File: src/rtl/sram_ctrl.sv
// sram_ctrl: valid/ready request port to asynchronous SRAM strobe sequencer (WE- and OE-controlled cycles).
// Latency: write 2+SETUP+PULSE+HOLD cycles, read 2+SETUP+RD cycles, accept edge to next possible accept.
// Backpressure: req_ready is high only in IDLE; requests seen while it is low are dropped, never queued.
module sram_ctrl #(
  parameter int AW        = 8,
  parameter int DW        = 8,
  parameter int SETUP_CYC = 1,
  parameter int PULSE_CYC = 1,
  parameter int HOLD_CYC  = 1,
  parameter int RD_CYC    = 2
) (
  input  logic          clk,
  input  logic          rst,
  input  logic          req_valid,
  output logic          req_ready,
  input  logic          req_we,
  input  logic [AW-1:0] req_addr,
  input  logic [DW-1:0] req_wdata,
  output logic          rsp_valid,
  output logic [DW-1:0] rsp_rdata,
  output logic [AW-1:0] sram_addr,
  output logic          sram_cen,
  output logic          sram_wen,
  output logic          sram_oen,
  output logic [DW-1:0] sram_dq_o,
  output logic          sram_dq_oe,
  input  logic [DW-1:0] sram_dq_i
);

  // A zero-length phase would collapse the strobe timing, so refuse to elaborate.
  generate
    if (SETUP_CYC < 1 || PULSE_CYC < 1 || HOLD_CYC < 1 || RD_CYC < 1) begin : g_bad_param
      $error("sram_ctrl: SETUP_CYC, PULSE_CYC, HOLD_CYC and RD_CYC must all be at least 1");
    end
  endgenerate

  localparam int MAX_AB  = (SETUP_CYC > PULSE_CYC) ? SETUP_CYC : PULSE_CYC;
  localparam int MAX_CD  = (HOLD_CYC > RD_CYC) ? HOLD_CYC : RD_CYC;
  localparam int MAX_CYC = (MAX_AB > MAX_CD) ? MAX_AB : MAX_CD;
  localparam int CW      = $clog2(MAX_CYC) + 1;

  localparam logic [CW-1:0] SETUP_LD = CW'(SETUP_CYC - 1);
  localparam logic [CW-1:0] PULSE_LD = CW'(PULSE_CYC - 1);
  localparam logic [CW-1:0] HOLD_LD  = CW'(HOLD_CYC - 1);
  localparam logic [CW-1:0] RD_LD    = CW'(RD_CYC - 1);

  typedef enum logic [2:0] {
    IDLE     = 3'd0,
    W_SETUP  = 3'd1,
    W_PULSE  = 3'd2,
    W_HOLD   = 3'd3,
    R_SETUP  = 3'd4,
    R_ACCESS = 3'd5,
    RECOVER  = 3'd6
  } state_t;

  state_t        state;
  state_t        state_nxt;
  logic [CW-1:0] cnt;
  logic [CW-1:0] cnt_nxt;
  logic          accept;

  logic cen_nxt;
  logic wen_nxt;
  logic oen_nxt;
  logic dq_oe_nxt;
  logic rsp_nxt;
  logic ready_nxt;

  assign accept = req_valid && req_ready;

  // State register and phase down-counter.
  always_ff @(posedge clk) begin
    if (rst) begin
      state <= IDLE;
      cnt   <= '0;
    end else begin
      state <= state_nxt;
      cnt   <= cnt_nxt;
    end
  end

  // Next-state: each phase reloads the counter with its length minus one and leaves at zero.
  always_comb begin
    state_nxt = state;
    cnt_nxt   = (cnt != '0) ? cnt - CW'(1) : cnt;
    unique case (state)
      IDLE: begin
        if (accept) begin
          state_nxt = req_we ? W_SETUP : R_SETUP;
          cnt_nxt   = SETUP_LD;
        end
      end
      W_SETUP: begin
        if (cnt == '0) begin
          state_nxt = W_PULSE;
          cnt_nxt   = PULSE_LD;
        end
      end
      W_PULSE: begin
        if (cnt == '0) begin
          state_nxt = W_HOLD;
          cnt_nxt   = HOLD_LD;
        end
      end
      W_HOLD: begin
        if (cnt == '0) begin
          state_nxt = RECOVER;
          cnt_nxt   = '0;
        end
      end
      R_SETUP: begin
        if (cnt == '0) begin
          state_nxt = R_ACCESS;
          cnt_nxt   = RD_LD;
        end
      end
      R_ACCESS: begin
        if (cnt == '0) begin
          state_nxt = RECOVER;
          cnt_nxt   = '0;
        end
      end
      RECOVER: begin
        state_nxt = IDLE;
        cnt_nxt   = '0;
      end
      default: begin
        state_nxt = IDLE;
        cnt_nxt   = '0;
      end
    endcase
  end

  // Output decode from the next state, so the registered strobes change on the same edge as the state.
  always_comb begin
    cen_nxt   = 1'b1;
    wen_nxt   = 1'b1;
    oen_nxt   = 1'b1;
    dq_oe_nxt = 1'b0;
    rsp_nxt   = 1'b0;
    ready_nxt = 1'b0;
    unique case (state_nxt)
      IDLE:     ready_nxt = 1'b1;
      W_SETUP: begin
        cen_nxt   = 1'b0;
        dq_oe_nxt = 1'b1;
      end
      W_PULSE: begin
        cen_nxt   = 1'b0;
        wen_nxt   = 1'b0;
        dq_oe_nxt = 1'b1;
      end
      W_HOLD: begin
        cen_nxt   = 1'b0;
        dq_oe_nxt = 1'b1;
      end
      R_SETUP:  cen_nxt = 1'b0;
      R_ACCESS: begin
        cen_nxt = 1'b0;
        oen_nxt = 1'b0;
      end
      RECOVER:  rsp_nxt = 1'b1;
      default:  ready_nxt = 1'b0;
    endcase
  end

  // Registered SRAM-facing outputs, request capture and read-data sampling at the end of the access phase.
  always_ff @(posedge clk) begin
    if (rst) begin
      sram_cen   <= 1'b1;
      sram_wen   <= 1'b1;
      sram_oen   <= 1'b1;
      sram_dq_oe <= 1'b0;
      sram_addr  <= '0;
      sram_dq_o  <= '0;
      rsp_valid  <= 1'b0;
      rsp_rdata  <= '0;
      req_ready  <= 1'b0;
    end else begin
      sram_cen   <= cen_nxt;
      sram_wen   <= wen_nxt;
      sram_oen   <= oen_nxt;
      sram_dq_oe <= dq_oe_nxt;
      rsp_valid  <= rsp_nxt;
      req_ready  <= ready_nxt;
      if (accept) begin
        sram_addr <= req_addr;
        sram_dq_o <= req_wdata;
      end
      if (state == R_ACCESS && cnt == '0) begin
        rsp_rdata <= sram_dq_i;
      end
    end
  end

endmodule

File: config.mk
export PLATFORM = sky130hd
export DESIGN_NAME = sram_ctrl
export DESIGN_NICKNAME = d
export VERILOG_FILES = /design/src/rtl/sram_ctrl.sv
export SDC_FILE = /design/constraint.sdc
export NUM_CORES = 1
export LEC_CHECK = 0
export ABC_CLOCK_PERIOD_IN_PS = 3300
export BUFFER_PORTS_ARGS = -buffer_cell sky130_fd_sc_hd__buf_2
export CAP_MARGIN = 20
export CORE_MARGIN = 2
export CORE_UTILIZATION = 28
export CTS_CLUSTER_DIAMETER = 100
export DETAILED_ROUTE_END_ITERATION = 8
export GPL_ROUTABILITY_DRIVEN = 0
export SLEW_MARGIN = 10
export SYNTH_ARGS = -nofsm -noshare
export SYNTH_HDL_FRONTEND = slang
export SYNTH_SLANG_ARGS = --single-unit
File: constraint.sdc
create_clock -name clk -period 3.3 [get_ports clk]
set_input_delay 0.495 -clock clk [delete_from_list [all_inputs] [get_ports clk]]
set_output_delay 0.495 -clock clk [all_outputs]
set_load 0.1 [all_outputs]
==> reports/qor.csv <==
metric,value,unit
outcome,"finished, final reports clean",
CP Launch Type,flip-flop,
largest net degree at the start of global routing,32,
Total Negative Setup Slacks,0,ps
CP Max Fanout,6,
Crit Path Class,reg -> out,
top routing layer in use,met4,
CTS Buffer Depth,2,
Max-slew headroom,56.2,%
Sw Pwr,745,uW
most frequent cells in the layout,"buf_2, nand2_1, dfxtp_1",
WP buf/inv,1,
Post-Route WL,3.06,mm
Resize count post-CTS,0,
"most common cell after layout, fill and taps aside",buf_2,
first-pass GRT wire length,4.88,mm
port bufs,57,
Core Rows,25,
M1 WL,1.40,mm
non-filler instance count after layout,278,
io pins,58,
RSZ-0062 raised after global routing,false,
routed length on met3,177,um
die height,73.9,um
CTS Hold Buffers Added,0,
Max-cap violations,0,
Nets,238,
"Reg clk slew, reported paths",70,ps
Slew @ Worst Pin,654,ps
required time worst endpoint,2800,ps
part of the power in combinational logic,45.3,%
CTS root buf,clkbuf_8,
Placed Cells,270,
clk sink count,35,
post-synth cell types,33,
post-route clock period utilization,49.8,%
Max Clock Skew,4.91,ps
CORE AREA,4720,um2
synth warn,0,
max-slew violation count,0,
PwrDens,870,nW/um2
Final Critical Period,1640,ps
Sw Ratio,48.5,%
antenna fix cells,0,
Starting Density,29.0,%
slowest stage cell on the critical path,buf_2,
die area,5460,um2
vias in the first global route,1130,
CP Data Arrival Time,1150,ps
syn avg cell area,8.72,um2
vias,1244,
share of cells above drive strength 1,34.1,%
"Cell Chain, Critical Path",buf_2,
Clk pwr share,18.9,%
TritonRoute pass-1 iters,4,
area growth from synthesis to layout,28.8,%
crit-path leading delay family,buffers and inverters,
met2 wire len,1.44,mm
Cells after Synth,157,
GR Overflow Total,0,
CTS Buf Count,5,
residual DRC count,0,
Synth Cell Area,1370,um2
gr usage total,11.8,%
Flop pwr share,35.8,%
iteration-0 DRC count of the detailed router,35,
final hold violation count,0,
Synth Register Bits,35,
latest clock arrival within the worst-skew pair,280,ps
sequential fraction of the synthesis area,51.2,%
detailed-placement wirelength estimate,2.16,mm
initial antenna violation count,0,
H-Tree Depth,2,
Pleak,0.000738,uW
max frequency,608,MHz
synthesized net count,185,
wire per inst,11.0,um
post-route ant nets,0,
Power Internal,790,uW
Crit. End Element,primary output,
Hold Path Class,in -> reg,
peak supply drop,0.434,mV
vias per inst,4.47,
crit-path max cell delay,460,ps
final setup vio count,0,
Die X-Extent,73.9,um
CTS tree,built,
Post-CTS Setup Bufs,0,
==> cell families (layout without fill, tap and decap cells) <==
family / count (synthesis) / count (layout) / synth area share (%)
flip-flops: 35 / 35 / 51.2
AO/OA/AOI/OAI: 47 / 47 / 20.5
AND/OR/NAND/NOR: 62 / 62 / 23.7
buffers and inverters: 13 / 67 / 4.66
==> final timing paths <==
| path | start | to | slack (ps) | cells past startpoint |
|---|---|---|---|---|
| worst min register to register | sram_dq_o[0]$_SDFFE_PP0P_ | sram_dq_o[0]$_SDFFE_PP0P_ | 450 | 2 |
| worst min-delay path | req_wdata[2] | sram_dq_o[2]$_SDFFE_PP0P_ | 450 | 3 |
| worst max-delay path | req_ready$_SDFF_PP0_ | req_ready | 1660 | 1 |
| worst max register to register | state[0]$_SDFF_PP0_ | sram_wen$_SDFF_PP1_ | 1710 | 3 |
==> cell usage after synthesis, drive strengths merged <==
cell type  instances  area [um2]
nand2             37         139
dfxtp             35         701
a21oi             29         145
nand3             10        50.1
o21ai              9        45.0
buf                6        36.3
clkbuf             5        20.0
nor2               3        18.8
a2111oi            2        18.8
inv                2        7.51
nand2b             2        12.5
nor3               2        21.3
o21ba              2        20.0
a211o              1        8.76
a211oi             1        7.51
a22oi              1        12.5
a311oi             1        15.0
and2               1        6.26
and3               1        6.26
nand4bb            1        16.3
nor2b              1        6.26
nor3b              1        12.5
nor4b              1        15.0
o21bai             1        7.51
or2b               1        11.3
or3b               1        8.76
==> layout make-up <==
cell class	count	area, um2
sequential	35	701
clock inverter	1	5.00
multi-input combinational	109	604
inverter	2	7.51
tap	67	83.8
timing repair buffer	57	285
clock buffer	7	76.3
fill	489	2960
==> registers in the layout, indices dropped and copies added (netlist names) <==
register,flops
rsp_rdata,8
req_ready,1
sram_cen,1
sram_wen,1
rsp_valid,1
sram_dq_o,8
sram_dq_oe,1
sram_addr,8
state,3
cnt,2
sram_oen,1
==> layer usage <==
metal / GRT usage, % / up-vias
met2: 19.3 / 39
met5: 0 / -
li1: - / 642
met3: 4.39 / 7
met4: 4.85 / 0
met1: 14.0 / 556
==> per-stage QoR <==
step / hold slack (ps) / power (uW) / setup slack, ps / utilization, % / area, um2
after global routing: 441 / 1630 / 1570 / 37.3 / 1760
after floorplan: 467 / 1170 / 1450 / - / 1370
after detailed placement: 445 / 1260 / 1690 / 35.6 / 1680
after CTS: 440 / 1560 / 1630 / 37.3 / 1760
after global placement: 439 / 1260 / 1740 / 35.6 / 1680
final: 449 / 1530 / 1660 / 37.3 / 1760
==> power groups by stage <==
stage / sequential, uW / clock [uW] / combinational [uW]
4_1_cts: 550 / 306 / 705
3_3_place_gp: 559 / 0 / 701
6_report: 549 / 290 / 696
3_5_place_dp: 559 / 0 / 704
5_1_grt: 562 / 317 / 747
2_1_floorplan: 882 / 0 / 286
Power figures use the tool's default switching activity.
